$ cat src/rtl/uart_pkg.sv
`default_nettype none
// ============================================================================
//  Module      : uart_pkg
//  Description : Shared types and constants for the UART transmit bridge:
//                serializer state encoding, default baud divider and
//                frame-shape constants.
//  Revision    : 1.0 - initial release
// ============================================================================
package uart_pkg;

    // Serializer state encoding, 2 bits wide
    typedef enum logic [1:0] {
        ST_IDLE  = 2'd0,
        ST_START = 2'd1,
        ST_DATA  = 2'd2,
        ST_STOP  = 2'd3
    } tx_state_e;

    // 50 MHz system clock / 115200 baud
    localparam int C_DEFAULT_CLKS_PER_BIT = 434;

    // 8N1 framing
    localparam int C_DATA_BITS = 8;
    localparam int C_STOP_BITS = 1;

endpackage : uart_pkg
`default_nettype wire

$ cat src/rtl/uart_tx_bridge_if.sv
`default_nettype none
// ============================================================================
//  Module      : uart_tx_bridge_if
//  Description : Core-side byte write port plus status and serial line of
//                the UART transmit bridge. The core (master) drives the write
//                strobe and byte; the bridge (slave) returns status and txd.
//  Revision    : 1.0 - initial release
// ============================================================================
interface uart_tx_bridge_if;

    logic       uart_wrreq;
    logic [7:0] uart_out;
    logic       full;
    logic       busy;
    logic       overflow;
    logic       txd;

    modport master (
        output uart_wrreq,
        output uart_out,
        input  full,
        input  busy,
        input  overflow,
        input  txd
    );

    modport slave (
        input  uart_wrreq,
        input  uart_out,
        output full,
        output busy,
        output overflow,
        output txd
    );

endinterface : uart_tx_bridge_if
`default_nettype wire

$ cat src/rtl/sync_fifo.sv
`default_nettype none
// ============================================================================
//  Module      : sync_fifo
//  Description : Single-clock FIFO, 2^AW entries, registered read data and
//                synchronous active-high reset. Full/empty derive from the
//                registered occupancy count, so a pop never frees space for a
//                write at the same edge, and a write is never readable before
//                the following edge.
//  Revision    : 1.0 - initial release
// ============================================================================
module sync_fifo #(
    parameter int WIDTH = 8,
    parameter int AW    = 4
) (
    input  wire              clk,
    input  wire              rst,
    input  wire              wr_en,
    input  wire  [WIDTH-1:0] wr_data,
    input  wire              rd_en,
    output logic [WIDTH-1:0] rd_data,
    output logic             full,
    output logic             empty,
    output logic [AW:0]      count
);

    localparam logic [AW:0] C_FULL_CNT = {1'b1, {AW{1'b0}}};

    logic [WIDTH-1:0] mem_q [2**AW];
    logic [AW-1:0]    wr_ptr_q, wr_ptr_d;
    logic [AW-1:0]    rd_ptr_q, rd_ptr_d;
    logic [AW:0]      count_q,  count_d;
    logic [WIDTH-1:0] rd_data_q, rd_data_d;
    logic             w_wr_ok;
    logic             w_rd_ok;

    assign full    = (count_q == C_FULL_CNT);
    assign empty   = (count_q == '0);
    assign count   = count_q;
    assign rd_data = rd_data_q;
    assign w_wr_ok = wr_en & ~full;
    assign w_rd_ok = rd_en & ~empty;

    // Pointer, occupancy and read-register next-state
    always_comb begin
        wr_ptr_d  = wr_ptr_q;
        rd_ptr_d  = rd_ptr_q;
        count_d   = count_q;
        rd_data_d = rd_data_q;
        if (w_wr_ok) begin
            wr_ptr_d = wr_ptr_q + 1'b1;
        end
        if (w_rd_ok) begin
            rd_ptr_d  = rd_ptr_q + 1'b1;
            rd_data_d = mem_q[rd_ptr_q];
        end
        case ({w_wr_ok, w_rd_ok})
            2'b10:   count_d = count_q + 1'b1;
            2'b01:   count_d = count_q - 1'b1;
            default: count_d = count_q;
        endcase
    end

    // Control state registers
    always_ff @(posedge clk) begin
        if (rst) begin
            wr_ptr_q  <= '0;
            rd_ptr_q  <= '0;
            count_q   <= '0;
            rd_data_q <= '0;
        end else begin
            wr_ptr_q  <= wr_ptr_d;
            rd_ptr_q  <= rd_ptr_d;
            count_q   <= count_d;
            rd_data_q <= rd_data_d;
        end
    end

    // Storage array; contents need no reset since count gates every read
    always_ff @(posedge clk) begin
        if (w_wr_ok) begin
            mem_q[wr_ptr_q] <= wr_data;
        end
    end

endmodule : sync_fifo
`default_nettype wire

$ cat src/rtl/uart_tx_bridge.sv
`default_nettype none
// ============================================================================
//  Module      : uart_tx_bridge
//  Description : Buffers bytes written by the core into a FIFO and serializes
//                them as 8N1 frames on txd. Frames leave back to back while
//                the FIFO has data. Writes while full are dropped and latch a
//                sticky overflow flag.
//  Revision    : 1.0 - initial release
// ============================================================================
module uart_tx_bridge
    import uart_pkg::*;
#(
    parameter int CLKS_PER_BIT = C_DEFAULT_CLKS_PER_BIT,
    parameter int FIFO_AW      = 4
) (
    input wire               clk,
    input wire               rst,
    uart_tx_bridge_if.slave  bus
);

    localparam int BAUD_W = (CLKS_PER_BIT > 1) ? $clog2(CLKS_PER_BIT) : 1;
    localparam int BIT_W  = $clog2(C_DATA_BITS);

    tx_state_e              state_q, state_d;
    logic [BAUD_W-1:0]      baud_q, baud_d;
    logic [BIT_W-1:0]       bit_q, bit_d;
    logic [C_DATA_BITS-2:0] shift_q, shift_d;
    logic                   txd_q, txd_d;
    logic                   overflow_q, overflow_d;

    logic                   w_pop;
    logic                   w_full;
    logic                   w_empty;
    logic [7:0]             w_head;
    logic [FIFO_AW:0]       w_count;
    logic                   w_baud_wrap;

    sync_fifo #(
        .WIDTH (8),
        .AW    (FIFO_AW)
    ) u_fifo (
        .clk     (clk),
        .rst     (rst),
        .wr_en   (bus.uart_wrreq),
        .wr_data (bus.uart_out),
        .rd_en   (w_pop),
        .rd_data (w_head),
        .full    (w_full),
        .empty   (w_empty),
        .count   (w_count)
    );

    assign w_baud_wrap  = (baud_q == BAUD_W'(CLKS_PER_BIT - 1));
    assign bus.full     = w_full;
    assign bus.busy     = (state_q != ST_IDLE) | (w_count != '0);
    assign bus.overflow = overflow_q;
    assign bus.txd      = txd_q;

    // Serializer next-state: the popped byte lands in the FIFO read register
    // one edge after the pop and is transferred to the shifter when the
    // start bit ends, so the data bits never need a bypass path.
    always_comb begin
        state_d = state_q;
        bit_d   = bit_q;
        shift_d = shift_q;
        txd_d   = txd_q;
        w_pop   = 1'b0;
        if (state_q == ST_IDLE || w_baud_wrap) begin
            baud_d = '0;
        end else begin
            baud_d = baud_q + 1'b1;
        end
        case (state_q)
            ST_IDLE: begin
                if (!w_empty) begin
                    w_pop   = 1'b1;
                    state_d = ST_START;
                    bit_d   = '0;
                    txd_d   = 1'b0;
                end
            end
            ST_START: begin
                if (w_baud_wrap) begin
                    state_d = ST_DATA;
                    bit_d   = '0;
                    txd_d   = w_head[0];
                    shift_d = w_head[7:1];
                end
            end
            ST_DATA: begin
                if (w_baud_wrap) begin
                    if (bit_q == BIT_W'(C_DATA_BITS - 1)) begin
                        state_d = ST_STOP;
                        bit_d   = '0;
                        txd_d   = 1'b1;
                    end else begin
                        bit_d   = bit_q + 1'b1;
                        txd_d   = shift_q[0];
                        shift_d = {1'b0, shift_q[C_DATA_BITS-2:1]};
                    end
                end
            end
            ST_STOP: begin
                if (w_baud_wrap) begin
                    if (bit_q == BIT_W'(C_STOP_BITS - 1)) begin
                        bit_d = '0;
                        if (!w_empty) begin
                            w_pop   = 1'b1;
                            state_d = ST_START;
                            txd_d   = 1'b0;
                        end else begin
                            state_d = ST_IDLE;
                            txd_d   = 1'b1;
                        end
                    end else begin
                        bit_d = bit_q + 1'b1;
                    end
                end
            end
            default: begin
                state_d = ST_IDLE;
                txd_d   = 1'b1;
            end
        endcase
    end

    // Sticky drop flag: a strobe seen while full is a lost byte
    always_comb begin
        overflow_d = overflow_q | (bus.uart_wrreq & w_full);
    end

    // Serializer and status registers; txd idles high
    always_ff @(posedge clk) begin
        if (rst) begin
            state_q    <= ST_IDLE;
            baud_q     <= '0;
            bit_q      <= '0;
            shift_q    <= '0;
            txd_q      <= 1'b1;
            overflow_q <= 1'b0;
        end else begin
            state_q    <= state_d;
            baud_q     <= baud_d;
            bit_q      <= bit_d;
            shift_q    <= shift_d;
            txd_q      <= txd_d;
            overflow_q <= overflow_d;
        end
    end

endmodule : uart_tx_bridge
`default_nettype wire

$ cat src/flat_wrapper.sv
// flat-port wrapper written by rule: the top's interface ports become plain ports
module uart_tx_bridge_flat import uart_pkg::*;
#(
    parameter int CLKS_PER_BIT = C_DEFAULT_CLKS_PER_BIT,
    parameter int FIFO_AW      = 4
)
  (clk, rst, bus_uart_wrreq, bus_uart_out, bus_full, bus_busy, bus_overflow, bus_txd);
  uart_tx_bridge_if bus_i ();
  input wire clk;
  input wire rst;
  input wire logic [$bits(bus_i.uart_wrreq)-1:0] bus_uart_wrreq;
  input wire logic [$bits(bus_i.uart_out)-1:0] bus_uart_out;
  output wire logic [$bits(bus_i.full)-1:0] bus_full;
  output wire logic [$bits(bus_i.busy)-1:0] bus_busy;
  output wire logic [$bits(bus_i.overflow)-1:0] bus_overflow;
  output wire logic [$bits(bus_i.txd)-1:0] bus_txd;
  assign bus_i.uart_wrreq = bus_uart_wrreq;
  assign bus_i.uart_out = bus_uart_out;
  assign bus_full = bus_i.full;
  assign bus_busy = bus_i.busy;
  assign bus_overflow = bus_i.overflow;
  assign bus_txd = bus_i.txd;
  uart_tx_bridge #(.CLKS_PER_BIT(CLKS_PER_BIT), .FIFO_AW(FIFO_AW)) u_core (.clk(clk), .rst(rst), .bus(bus_i));
endmodule
$ cat config.mk
export PLATFORM = sky130hd
export DESIGN_NAME = uart_tx_bridge_flat
export DESIGN_NICKNAME = d
export VERILOG_FILES = /design/src/rtl/uart_pkg.sv /design/src/rtl/uart_tx_bridge_if.sv /design/src/rtl/sync_fifo.sv /design/src/rtl/uart_tx_bridge.sv /design/src/flat_wrapper.sv
export SDC_FILE = /design/constraint.sdc
export NUM_CORES = 1
export LEC_CHECK = 0
export ABC_AREA = 1
export CAP_MARGIN = 5
export CORE_MARGIN = 10
export CORE_UTILIZATION = 40
export DETAILED_ROUTE_END_ITERATION = 12
export SYNTH_ARGS = -nofsm -noshare
export SYNTH_HDL_FRONTEND = slang
export SYNTH_SLANG_ARGS = --single-unit
$ cat constraint.sdc
create_clock -name clk -period 3 [get_ports clk]
set_clock_uncertainty 0.2 [all_clocks]
set_input_delay 0.6 -clock clk [delete_from_list [all_inputs] [get_ports clk]]
set_output_delay 0.6 -clock clk [all_outputs]
set_load 0.005 [all_outputs]
; ---- After elaboration in Yosys (flattened, before gate mapping)
; Memories as Yosys holds them, arrays and structs flattened. A register that Yosys moved wholly into a read port is not among the register bits.
; Index checks and enable logic that the tools add are counted.
; W data, S select, Z words.
[totals]
regBits = 36
ramBits = 128
inputBits = 11
output_inout_bits = 4
mem_count = 1
[classes]
add_sub_neg = 6
eq_ne = 15
n_mux = 34
n_bitwise = 7
n_reduce_logical = 13
[memory_table]
columns = name, depth, word_bits, rd, rd_clocked_by_memory_dff, write_ports, line_no
row1 = u_core.u_fifo.mem_q, 16, 8, 1, 1, 1, sync_fifo.sv:28  ; logic [WIDTH-1:0] mem_q [2**AW];
[ops]
columns = operator, count
row1 = $mux W7, 3
row2 = $mux W3, 6
row3 = $pmux W7 S2, 1
row4 = $mux W1, 13
row5 = $mux W2, 6
row6 = $pmux W3 S4, 1
row7 = $ne A2 B1 Y1 const B, 5
row8 = $pmux W5 S2, 1
row9 = $add A9 B1 Y9 const B, 1
row10 = $eq A9 B9 Y1 const B, 1
row11 = $add A4 B1 Y4 const B, 2
row12 = $pmux W2 S4, 1
row13 = $reduce_and A4 Y1, 2
row14 = $eq A2 B2 Y1 const B, 3
row15 = $reduce_and A6 Y1, 1
row16 = $reduce_bool A2 Y1, 3
row17 = $add A5 B1 Y5 const B, 1
row18 = $eq A5 B5 Y1 const B, 1
row19 = $logic_not A5 Y1, 1
row20 = $reduce_and A5 Y1, 1
row21 = $reduce_bool A5 Y1, 1
row22 = $sub A5 B1 Y5 const B, 1
row23 = $eq A2 B1 Y1 const B, 2
row24 = $ne A2 B2 Y1 const B, 2
row25 = other kinds (11), 15

; ---- Longest topological paths before layout
; Gate-level depths: netlist of the first run.
[logic_depth]
ltp_word = 8
ltp_mapped = 18

; ---- Modules after synthesis
; A second synthesis of the first run with hierarchy kept.
[hier_totals]
cells_unflattened = 857
hier_area_um2 = 7887.6
[modules_own_cells]
columns = mod, n_inst, cells_per_inst, area_each_um2
row1 = sync_fifo, 1, 667, 6547.5
row2 = uart_tx_bridge, 1, 190, 1340.0

; ---- Least setup slack after synthesis of the first run
; OpenSTA, ideal clock, no wires.
[synth_path]
path_type = flip-flop to flip-flop
start = register u_core.state_q[0]
end = register u_core.u_fifo.count_q[4] (netlist: u_core.u_fifo.count[4])
setup_ns = 0.132
arrival_time_ns = 2.278
required_ns = 2.668
path_slack_ns = 0.390
stages_incl_launch_ff = 18
n_path_buf = 0
period_less_slack_ns = 2.610
cell_sequence = dfxtp_1 inv_1 ha_1 inv_1 nand2_1 inv_1 nand2_4 inv_2 ha_1 inv_1 fa_1 inv_1 nand2_1 nand2_1 a21oi_1 xnor2_1 nand2_1 a21oi_1
[synth_via]
elab_chain_cells = 5
elab_cells_between_ends = 8
[synth_rtl]
columns = element, line_no
row1 = start: declaration, uart_tx_bridge.sv:24  ; tx_state_e state_q, state_d;
row2 = start signal: assignment, uart_tx_bridge.sv:142  ; state_q <= state_d;
row3 = $eq A2 B2 Y1 or $logic_not A2 Y1 (tied branches), uart_tx_bridge.sv:73  ; case (state_q)
row4 = $pmux W1 S2 *, uart_tx_bridge.sv:73
row5 = $and A1 B1 Y1 *, sync_fifo.sv:41  ; assign w_rd_ok = rd_en & ~empty;
row6 = named net u_core.u_fifo.w_rd_ok, sync_fifo.sv:34  ; logic w_rd_ok;
row7 = $eq A2 B1 Y1 or $eq A2 B2 Y1 (tied branches), sync_fifo.sv:56  ; case ({w_wr_ok, w_rd_ok})
row8 = $pmux W5 S2 or $reduce_bool A2 Y1 (tied branches), n/a
row9 = end signal: assignment, sync_fifo.sv:73  ; count_q <= count_d;
row10 = end: declaration, sync_fifo.sv:31  ; logic [AW:0] count_q, count_d;
; The timed path passes the listed nets; every way through them passes the cells marked *.
; A chain may end at the register's enable or synchronous reset.

; ---- Worst setup path after layout of the first run
[layout_path]
start = register u_core.state_q[0]
end = output port bus_busy
[layout_via]
elab_chain_cells = 2
[layout_rtl]
columns = element, line_no
row1 = $reduce_bool A2 Y1, uart_tx_bridge.sv:55  ; assign bus.busy = (state_q != ST_IDLE) | (w_count != '0);
row2 = $or A1 B1 Y1, uart_tx_bridge.sv:55
row3 = end: declaration, flat_wrapper.sv:14  ; output wire logic [$bits(bus_i.busy)-1:0] bus_busy;
; Every way passes these cells.

==> results of run 1 <==
## sequential cells by signal (all words and copies together) (netlist names)
name	cells
u_core.baud_q	9
u_core.bus.txd	1
u_core.u_fifo.mem_q	128
u_core.u_fifo.count	5
u_core.bit_q	3
u_core.state_q	2
u_core.u_fifo.wr_ptr_q	4
u_core.shift_q	7
u_core.u_fifo.rd_ptr_q	4
u_core.bus.overflow	1
u_core.u_fifo.rd_data	8
## metrics by stage
stage | hold slack [ns] | utilization | cells | power, mW | setup WS [ns]
floorplan | 0.244 | - | 810 | 4.45 | 0.390
global placement | 0.253 | 0.436 | 1078 | 4.95 | 0.290
detailed placement | 0.260 | 0.436 | 1078 | 4.96 | 0.224
CTS | 0.277 | 0.465 | 1110 | 7.04 | 0.198
global route | 0.309 | 0.465 | 1110 | 7.46 | 0.0246
finish | 0.271 | 0.465 | 1110 | 6.97 | 0.219
## layout make-up
type                    instances  area (um^2)  share of cell area
well taps                     260          325              0.0371
flip-flops and latches        172         4730               0.539
multi-input cells             515         2490               0.284
inverters                      93          349              0.0398
repair buffers                 38          320              0.0365
clock inverters                12          115              0.0131
clock buffers                  20          437              0.0498
## layer usage
metal  GRT usage  vias to the layer above  wire (um)
li1            -                     2698          -
met1       0.174                     2426       7670
met2       0.200                      110       7490
met3      0.0258                       22        816
met4      0.0531                        0        308
met5           0                        -          0
## report_power, final
part / switching [mW] / internal, mW
Combinational: 1.40 / 0.716
Sequential: 0.0820 / 2.71
Clock: 0.920 / 1.15
## worst min-delay path by stage
stage                                     end  depth (start not counted)
2_1_floorplan  u_core.shift_q[6]$_SDFFE_PP0P_                          2
3_3_place_gp   u_core.bus.overflow$_SDFF_PP0_                          2
3_5_place_dp   u_core.bus.overflow$_SDFF_PP0_                          2
4_1_cts        u_core.bus.overflow$_SDFF_PP0_                          2
5_1_grt        u_core.shift_q[6]$_SDFFE_PP0P_                          2
6_report       u_core.bus.overflow$_SDFF_PP0_                          2
## cells in the final DEF, fill, tap and decap left out, drive strengths merged
cell type      instances
a31oi                  2
fa                     1
buf                   24
edfxtp               128
o21a                   1
o211ai                 9
nand3                 81
inv                   95
nor3b                  2
clkbuf                20
nor3                   1
bufinv                 1
clkinvlp               1
nor2                  85
a21oi                 21
o21bai                 1
clkinv                 8
nand2                241
dfxtp                 44
nand3b                 1
clkdlybuf4s50         14
nand4                  5
xor2                   5
or2                    1
ha                    19
xnor2                  4
o21ai                 35
## worst max-delay path, delay by kind of cell, from the launching register on
kind,cells,cell delay (ns)
adder cells (fa/ha/maj),1,0.25
buffers and inverters,2,0.67
AND/OR/NAND/NOR,1,0.22
flip-flops,1,0.42
## kinds of logic after synthesis
family | synth area share
DFF | 0.612
xor gates and xnor gates | 0.0102
and+or+nand+nor | 0.229
buffers and inverters | 0.0656
AOI/OAI and AO/OA | 0.0501
adders and majority gates | 0.0334
## repair_timing
item,in CTS,in global routing
endpoints found under the setup margin,0,1
gates resized for setup,0,1
endpoints found under the hold margin,0,0
==> impl_metrics.ini, run 1 <==
[floorplanning]
design.core.area_um2 = 18800
start_util = 0.410
rows = 50
die-width_um = 159
ios = 15
die_y_um = 159
die_area_um2 = 25300

[cts]
clockBufferDepth = 2
cts_tree = built
root_buffer = clkbuf_16
clock_sinks = 172
clk_latency_ns = 0.42
htreeDepth = 4
cts_made_buffers = 17
cts_setup_buffers = 0
ctsHoldBuffers = 0
clk_pin_slew_worst_paths_ns = 0.06

[worst_setup_path]
rr_startpoint = u_core.state_q[0]$_SDFFE_PP0P_
required_ns = 2.20
r2r_slack_ns = 0.24
rr_endpoint = u_core.u_fifo.count[4]$_SDFFE_PP0P_
crit_end = bus_busy
worstSetupStartpoint = u_core.state_q[0]$_SDFFE_PP0P_
start_kind = register
slowest_stage = clkdlybuf4s50_1
r2r_cells = 17
crit_chain = inv_1 -> ha_1 -> nand4_1 -> clkdlybuf4s50_1
worstPathArrival_ns = 1.98
path_max_fanout = 6
setup.worst_path.end_class = output port
crit_path_max_incr_delay_ns = 0.56
path_class = register to output port

[drt]
drtPass1Iterations = 5
wl_um = 16300
drc = 0
post_drt_via_cell_ratio = 4.74
drtAntennaViolNets = 0
vias = 5256
wire_per_inst_um = 14.7
drt_iter0_markers = 421

[sta]
clock.fmax_mhz = 360
setup_violations = 0
setup_tns_ns = 0
report.final.slew_viol_count = 0
timing.final.crit_share = 0.927
rsz0062_at_grt = no
hold_viol = 0
worst_pin_slew_ns = 0.921
maxSlewHeadroom = 0.385
post-route-min-period_ns = 2.78

[place]
port_buffers = 14
gp_congestion = 0.761
dpl_cell_area_um2 = 8210
hpwl_um = 10200

[cells_and_area]
antennaDiodeCount = 0
drive_gt1_frac = 0.0918
design_area_um2 = 8760
fin_nets = 868
area_growth_pct = 13.5
fill_cells = 1761

[power_and_ir_drop]
leakage_nw = 3.57
power.density_nw_per_um2 = 796
ir_worst_vdd_v = 0.000415

[logic_synthesis]
synth_top_flop_cell = edfxtp_1
ys_warn_count = 0
netlist.area_leader.share = 0.498
synth.distinct_cells = 34
synth.most_common_cell = nand2_1
synthTopCellsByArea = edfxtp_1 (50%), dfxtp_1 (11%), nand2_1 (11%)
yosysTopAreaCell = edfxtp_1
async_flop_share = 0
synth_edf_count = 128
synth_common_cells = nand2_1 (233), edfxtp_1 (128), inv_1 (87), nor2_1 (79), nand3_1 (78)
syn_area_um2 = 7720
synth_cells = 810
syn_avg_cell_area_um2 = 9.53
synth_nets = 841
ys_seq_area_frac = 0.612
ys_seq_elements = 172

[global_route]
grt_max_degree = 77
grt_usage = 0.130
grt_pass1_wl_um = 26100
grt.overflow.total = 0
grt_pass1_vias = 4903
grt_antenna_before_repair = 0

[run]
cap_violations = 0

[worst_hold_path]
hp-start = u_core.bus.overflow$_SDFF_PP0_
hold_path_class = register to register

[outcome]
outcome = completed
(Power assumes the default switching activity.)
==> inputs of run 2 (changes only) <==
--- a/config.mk
+++ b/config.mk
@@ -7,7 +7,6 @@
 export LEC_CHECK = 0
 export ABC_AREA = 1
 export CAP_MARGIN = 5
-export CORE_MARGIN = 10
 export CORE_UTILIZATION = 40
 export DETAILED_ROUTE_END_ITERATION = 12
 export SYNTH_ARGS = -nofsm -noshare
==> run 2 against run 1 <==
  * Count of clock-buffer cells in the layout down 3
  * Worst setup slack better by 0.040 ns
  * Total power grew 2.2%
  * Sequential share of layout area fell by 0.25 points
==> impl_metrics.ini, run 2 (synthesized netlist as in run 1, its figures left out) <==
[outcome]
outcome = completed

[floorplanning]
start_util = 0.410
ios = 15
die_area_um2 = 19900
rows = 50
die-width_um = 141
die_y_um = 141
design.core.area_um2 = 18800

[sta]
maxSlewHeadroom = 0.383
rsz0062_at_grt = no
clock.fmax_mhz = 365
report.final.slew_viol_count = 0
post-route-min-period_ns = 2.74
setup_violations = 0
whs_ns = 0.276
timing.final.crit_share = 0.914
worst_pin_slew_ns = 0.925
setup_tns_ns = 0
hold_viol = 0

[worst_hold_path]
hp-start = u_core.bus.txd$_SDFFE_PP1P_
hold_path_class = register to register
hold_path_end = u_core.bus.txd$_SDFFE_PP1P_
whs_path_depth = 2

[power_and_ir_drop]
ir_worst_vdd_v = 0.000534
leakage_nw = 3.60
p_int_mw = 4.68
p_clk_frac = 0.313
p_sw_mw = 2.45
seq_power_share = 0.392
p_comb_frac = 0.296
swShare = 0.343
power.density_nw_per_um2 = 809

[cts]
root_buffer = clkbuf_16
clockBufferDepth = 2
cts_tree = built
clk_latency_ns = 0.42
htreeDepth = 4
cts_setup_buffers = 0
cts_made_buffers = 17
clock_sinks = 172
clk_pin_slew_worst_paths_ns = 0.07

[drt]
drtPass1Iterations = 4
post_drt_via_cell_ratio = 4.71
wire_per_inst_um = 14.6
vias = 5227
drt_iter0_markers = 311
wl_um = 16100
drc = 0
drtAntennaViolNets = 0

[worst_setup_path]
worstPathArrival_ns = 2.90
rr_endpoint = u_core.u_fifo.count[4]$_SDFFE_PP0P_
r2r_cells = 17
worstSetupStartpoint = u_core.baud_q[0]$_SDFF_PP0_
slowest_stage = dfxtp_1
setup.worst_path.end_class = register
crit_path_max_incr_delay_ns = 0.42
r2r_slack_ns = 0.26
path_class = register to register
path_max_fanout = 6
required_ns = 3.16
start_kind = register
rr_startpoint = u_core.baud_q[0]$_SDFF_PP0_
critPathMostFrequentCell = nand2_1
crit_chain = ha_1 -> nand2_2 -> nor2_4 -> nand3_2 -> o21bai_4 -> nand2_4 -> inv_2 -> ha_2 -> inv_1 -> fa_1 -> inv_1 -> nand2_1 -> nand2_1 -> a21oi_1 -> xnor2_1 -> nand2_1 -> a21oi_1

[cells_and_area]
final_cell_mix = nand2_1 (233), edfxtp_1 (128), inv_1 (87), nor2_1 (79), nand3_1 (78)
top_register = u_core.u_fifo.mem_q
drive_gt1_frac = 0.0954
area_growth_pct = 14.1
fill_cells = 1745
fin_nets = 867
antennaDiodeCount = 0
largest_reg_flops = 128
stdcell_count = 1109
final_common_cell = nand2_1

[place]
hpwl_um = 9950
port_buffers = 14
dp.cells = 1077
gp_congestion = 0.785

[global_route]
grt_max_degree = 77
grt.overflow.total = 0
grt_pass1_wl_um = 26600
grt_antenna_before_repair = 0
grt_pass1_vias = 5124
grt_usage = 0.178

[run]
cap_violations = 0
-- run 2: stage by stage --
stage	total power [mW]	utilization	worst slack, ns	area, um^2
CTS	7.19	0.468	0.178	8800
floorplan	4.45	-	0.390	7720
finish	7.13	0.468	0.259	8810
global placement	4.94	0.436	0.285	8200
detailed placement	4.96	0.436	0.199	8200
global route	7.61	0.468	0.0518	8810
-- run 2: worst max-delay path: cells and delay by family (launching register included) --
family	cells	cell delay (ns)
fa+ha+maj	3	0.81
simple gates	7	0.51
flops	1	0.42
compound gates	3	0.38
buf+inv	3	0.21
xor+xnor	1	0.13
-- run 2: power groups by stage --
stage / Combinational (mW) / Clock, mW / Sequential (mW)
3_3_place_gp: 2.10 / 0 / 2.84
4_1_cts: 2.13 / 2.27 / 2.79
2_1_floorplan: 1.62 / 0 / 2.83
5_1_grt: 2.44 / 2.37 / 2.81
3_5_place_dp: 2.12 / 0 / 2.84
6_report: 2.11 / 2.23 / 2.79
-- run 2: timing repair --
item,in CTS,in global routing
resized for setup,0,2
hold buffers,0,0
setup endpoints to repair,0,1
-- run 2: worst max-delay path by stage --
| stage | cells after the start | endpoint | slack [ns] |
|---|---|---|---|
| after CTS | 17 | u_core.u_fifo.count[4]$_SDFFE_PP0P_ | 0.18 |
| after global routing | 17 | u_core.u_fifo.count[4]$_SDFFE_PP0P_ | 0.05 |
| after global placement | 17 | u_core.u_fifo.count[4]$_SDFFE_PP0P_ | 0.28 |
| final | 17 | u_core.u_fifo.count[4]$_SDFFE_PP0P_ | 0.26 |
| after detailed placement | 17 | u_core.u_fifo.count[4]$_SDFFE_PP0P_ | 0.20 |
| after floorplan | 17 | u_core.u_fifo.count[4]$_SDFFE_PP0P_ | 0.39 |
-- run 2: layout make-up --
type | count | area, um^2 | share of cell area
repair buffers | 37 | 313 | 0.0355
clock buffers | 17 | 425 | 0.0483
well taps | 260 | 325 | 0.0369
flip-flops and latches | 172 | 4730 | 0.537
inverters | 93 | 349 | 0.0396
clock inverters | 15 | 176 | 0.0200
multi-input cells | 515 | 2490 | 0.283
-- run 2: routing by layer --
metal  up-vias  global-route usage  wire length, um
met5         -                   0                0
met4         0              0.0595              152
met3        12              0.0340              604
met2        93               0.299             7760
met1      2417               0.232             7620
li1       2705                   -                -
==> inputs of run 3 (changes only) <==
--- a/config.mk
+++ b/config.mk
@@ -6,8 +6,9 @@
 export NUM_CORES = 1
 export LEC_CHECK = 0
 export ABC_AREA = 1
-export CAP_MARGIN = 5
+export CAP_MARGIN = 20
 export CORE_UTILIZATION = 40
+export CTS_CLUSTER_SIZE = 14
 export DETAILED_ROUTE_END_ITERATION = 12
 export SYNTH_ARGS = -nofsm -noshare
 export SYNTH_HDL_FRONTEND = slang
==> results of run 3 <==
The final DEF is identical to that of run 2; final timing and power are the same.
==> RTL edit 1 (flow settings as in run 3) <==
Make the reset (`rst`) asynchronous in 2 clocked blocks. Comments in the files are not updated.
--- a/src/rtl/sync_fifo.sv
+++ b/src/rtl/sync_fifo.sv
@@ -61,7 +61,7 @@
     end
 
     // Control state registers
-    always_ff @(posedge clk) begin
+    always_ff @(posedge clk or posedge rst) begin
         if (rst) begin
             wr_ptr_q  <= '0;
             rd_ptr_q  <= '0;
--- a/src/rtl/uart_tx_bridge.sv
+++ b/src/rtl/uart_tx_bridge.sv
@@ -130,7 +130,7 @@
     end
 
     // Serializer and status registers; txd idles high
-    always_ff @(posedge clk) begin
+    always_ff @(posedge clk or posedge rst) begin
         if (rst) begin
             state_q    <= ST_IDLE;
             baud_q     <= '0;
Check against the original RTL: differs if rst is asserted again (counterexample within 4 cycles, from zero or initial values and one cycle with rst high); with rst held inactive, the same outputs for 10 cycles.
==> RTL edit 1 against run 3 <==
  * Area after synthesis up 2.7%
  * Cell area grew 2.6%
  * Setup slack worse by 12 ps
  * Count of clock-buffer cells in the layout is the same
  * Total power rose by 16%
  * Routed wire length grew 0.74%
  * Sequential cell count is the same
  * Register-to-register slack improved by 20 ps
  * Fmax fell by 0.44%
  * Sequential power up 14%
  * Via count rose by 0.69%
  * Combinational power increased by 40%
  * Critical path depth shrank 13
==> RTL edit 1: results <==
group,metric,value,unit
yosys,syn-num-nets,837,
placed_design,dp_slack,96.9,ps
hold_path,worstHoldEndpoint,"u_core.bus.overflow",
finish,num-fill-cells,1831,
pwr,peakVddDrop,0.538,mV
yosys,ys_types,36,
placed_design,place_area,8440,um^2
route,drt_iter0_drc,360,
finish,drive_above_1_share,9.66,%
yosys,ys_async_sr_fraction,25.6,%
hold_path,holdPathStages,1,
yosys,syn_area_per_cell,9.83,um^2
route,via_count,5263,
worst_setup_path,crit_arrival,1950,ps
worst_setup_path,crit_slowest_cell,"clkdlybuf4s50_1",
placed_design,gp_congestion,0.786,
status,run_status,"complete, no violations",
pwr,swShare,39.0,%
worst_setup_path,cp_max_fo,4,
yosys,synth_area_leaders,"edfxtp_1 48%, dfrtp_1 14%, nand2_1 11%, nand3_1 7.0%, inv_1 5.9%",
worst_setup_path,crit_start,"u_core.state_q[0]",
worst_setup_path,critical_path.reg2reg.startpoint,"u_core.u_fifo.count[2]",
worst_setup_path,crit_end,"bus_busy",
worst_setup_path,crit-reg2reg-capture,"u_core.u_fifo.count[4]",
pwr,p_leak,3.99,nW
route,viasPerCell,4.72,
grt,grt_start_max_net_pins,60,
worst_setup_path,slowest_delay,520,ps
yosys,ys_top_cells_by_count,"242 x nand2_1, 128 x edfxtp_1, 125 x inv_1",
placed_design,placed_cells,1081,
grt,grt_usage,17.6,%
yosys,synth-seq-area-share,62.4,%
hold_path,timing.hold.worst.start,"u_core.bus.overflow",
timing,max_freq,363,MHz
route,drt_pass1_iterations,5,
timing,relSlewSlack,48.0,%
grt,grt_pass1_wl,26300,um
## RTL edit 1: changes by cell type in the layout (fill, tap and decap cells not counted), sizes merged, moves of 11 or more
| cell | change |
|---|---|
| inv | +37 |
| dfxtp | -44 |
| nand3 | +31 |
| dfrtp | +43 |
| a21oi | -14 |
| o21ai | -11 |
| nor2 | -49 |
## RTL edit 1: cell families (layout without fill, tap and decap cells)
kind of cell,after synthesis,count (layout),share of synthesized area [%]
compound gates,34,34,2.43
xor+xnor,8,8,0.883
fa+ha+maj,19,19,3.09
buf+inv,159,201,8.11
flops,172,172,62.4
mux,6,6,0.757
simple gates,409,409,22.4
## RTL edit 1: what timing repair did
action / in CTS / in global routing
hold endpoints to repair: 0 / 0
setup endpoints to repair: 0 / 2
gates resized for setup: 0 / 2
setup buffers: 0 / 1
## RTL edit 1: power by group through the flow
stage	registers (mW)	clock network, mW	logic, mW
floorplan	3.14	0	2.18
global placement	3.21	0	2.90
detailed placement	3.22	0	2.93
CTS	3.18	2.16	2.94
global route	3.22	2.24	3.37
finish	3.18	2.12	2.95
## RTL edit 1: cell type report
class                   count  area (um^2)  share of cell area (%)
inverters                 130          488                    5.40
flip-flops and latches    172         4950                    54.8
clock inverters            15          148                    1.63
repair buffers             39          340                    3.77
multi-input cells         476         2350                    26.1
well taps                 265          332                    3.67
clock buffers              17          425                    4.71
## RTL edit 1: worst max-delay path: cells and delay by family, from the launching register on
kind	cells	cell delay (ps)
adder cells (fa/ha/maj)	1	230
buffers and inverters	2	650
flip-flops	1	420
AND/OR/NAND/NOR	1	230
## RTL edit 1: per-layer routing
metal | up-vias | wire, um | GRT usage (%)
li1 | 2651 | - | -
met1 | 2454 | 7110 | 22.4
met2 | 136 | 8020 | 29.0
met3 | 22 | 849 | 4.33
met4 | 0 | 286 | 6.51
met5 | - | 0 | 0
==> RTL edit 2 (config.mk and constraints of run 3) <==
Made on the original files. Change the package constant `C_DEFAULT_CLKS_PER_BIT` from 434 to 217.
--- a/src/rtl/uart_pkg.sv
+++ b/src/rtl/uart_pkg.sv
@@ -17,7 +17,7 @@
     } tx_state_e;
 
     // 50 MHz system clock / 115200 baud
-    localparam int C_DEFAULT_CLKS_PER_BIT = 434;
+    localparam int C_DEFAULT_CLKS_PER_BIT = 217;
 
     // 8N1 framing
     localparam int C_DATA_BITS = 8;
Check against the original RTL: same outputs for any inputs over 10 cycles, from zero or initial values and one cycle with rst high; that may be too few to reach the edited logic, so the function may still have changed.
==> RTL edit 2 against run 3 <==
  * Cell area down 1.8%
  * Non-clock buffer count stayed put
  * Area after synthesis down 1.1%
  * Critical endpoint unchanged
  * Setup slack got worse by 30 ps
  * Sequential cell count decreased by 1
  * Die area fell by 1.1%
  * Largest power group unchanged
  * Total power grew 1.9%
  * Routed wire length decreased by 1.1%
==> RTL edit 2: results <==
group,metric,value,unit
timing,hold_ws,272,ps
yosys,synth_area_leaders,"edfxtp_1 50%, nand2_1 13%, dfxtp_1 11%, nand3_1 5.0%, nor2_1 3.8%",
placed_design,hpwl,9670,um
finish,final_nets,861,
route,wl_met2,7570,um
placed_design,port_buffers,14,
pwr,powerDensity,840,nW/um^2
clock_tree,clkTransAtPathRegs,60,ps
clock_tree,root_buffer,"clkbuf_16",
pwr,peakVddDrop,0.454,mV
route,drt_iter0_drc,423,
timing,worst_slew_pin_slew,944,ps
worst_setup_path,ff2ff_setup_slack,230,ps
placed_design,gp_congestion,0.768,
pwr,p_comb,2.36,mW
route,drt_pass1_iterations,5,
timing,tns,0,ps
yosys,ys_async_sr_fraction,0,%
grt,grt_pass1_vias,4836,
grt,grt_usage,17.4,%
pwr,seqPwrFrac,39.2,%
finish,num-fill-cells,1759,
yosys,ys_types,33,
hold_path,hold_path_class,"reg -> reg",
grt,grt_start_max_net_pins,65,
route,wl_met3,508,um
status,run_status,"complete, no violations",
yosys,syn-num-nets,836,
finish,largest_reg_flops,128,
worst_setup_path,cp_max_fo,5,
route,wl_met1,7400,um
grt,grt_pass1_wl,25700,um
worst_setup_path,crit_arrival,2880,ps
worst_setup_path,crit_start,"u_core.bit_q[0]",
pwr,p_leak,3.56,nW
yosys,ys_top_cells_by_count,"262 x nand2_1, 128 x edfxtp_1, 78 x nor2_1",
finish,antennaDiodeCount,0,
yosys,synth_top_area_cell,"edfxtp_1",
worst_setup_path,r2r_cells,16,
yosys,synth-seq-area-share,61.6,%
worst_setup_path,slowest_delay,320,ps
finish,top_register,"u_core.u_fifo.mem_q",
hold_path,worstHoldEndpoint,"u_core.baud_q[0]",
clock_tree,cts_resized,0,
route,wl_per_cell,14.8,um
route,via_count,5204,
hold_path,timing.hold.worst.start,"u_core.baud_q[0]",
yosys,synth_edf_count,128,
hold_path,holdPathStages,1,
pwr,p_int,4.62,mW
finish,drive_above_1_share,8.30,%
RTL edit 2: logic make-up (layout without fill, tap and decap cells):
| kind of cell | Yosys count | after routing | share of synthesized area, % |
|---|---|---|---|
| and+or+nand+nor | 438 | 438 | 23.9 |
| xor gates and xnor gates | 8 | 8 | 0.918 |
| DFF | 171 | 171 | 61.6 |
| buffers and inverters | 112 | 150 | 6.18 |
| adders and majority gates | 20 | 20 | 3.38 |
| AOI/OAI and AO/OA | 56 | 56 | 4.00 |
RTL edit 2: final cells by class:
type                            instances  share of cell area [%]
Clock inverter                         14                    1.37
Clock buffer                           18                    4.96
Multi-Input combinational cell        522                    28.4
Timing Repair Buffer                   37                    3.91
Inverter                               81                    3.52
Tap cell                              234                    3.39
Sequential cell                       171                    54.4
RTL edit 2: per-stage QoR:
| step | worst slack [ps] | area (um^2) | cells |
|---|---|---|---|
| 2_1_floorplan | 472 | 7630 | 805 |
| 3_3_place_gp | 198 | 8100 | 1045 |
| 3_5_place_dp | 186 | 8100 | 1045 |
| 4_1_cts | 249 | 8650 | 1077 |
| 5_1_grt | 23.2 | 8650 | 1077 |
| 6_report | 229 | 8650 | 1077 |
RTL edit 2: worst max path at each step:
stage | endpoint | slack (ps)
3_5_place_dp | u_core.u_fifo.count[4] | 190
5_1_grt | u_core.u_fifo.count[4] | 20
4_1_cts | u_core.u_fifo.count[4] | 250
6_report | u_core.u_fifo.count[4] | 230
3_3_place_gp | u_core.u_fifo.count[4] | 200
2_1_floorplan | u_core.u_fifo.count[4] | 470
RTL edit 2: per-layer routing:
metal,GRT usage [%],up-vias
li1,-,2672
met1,22.7,2413
met2,27.9,88
met3,3.01,31
met4,8.73,0
met5,0,-
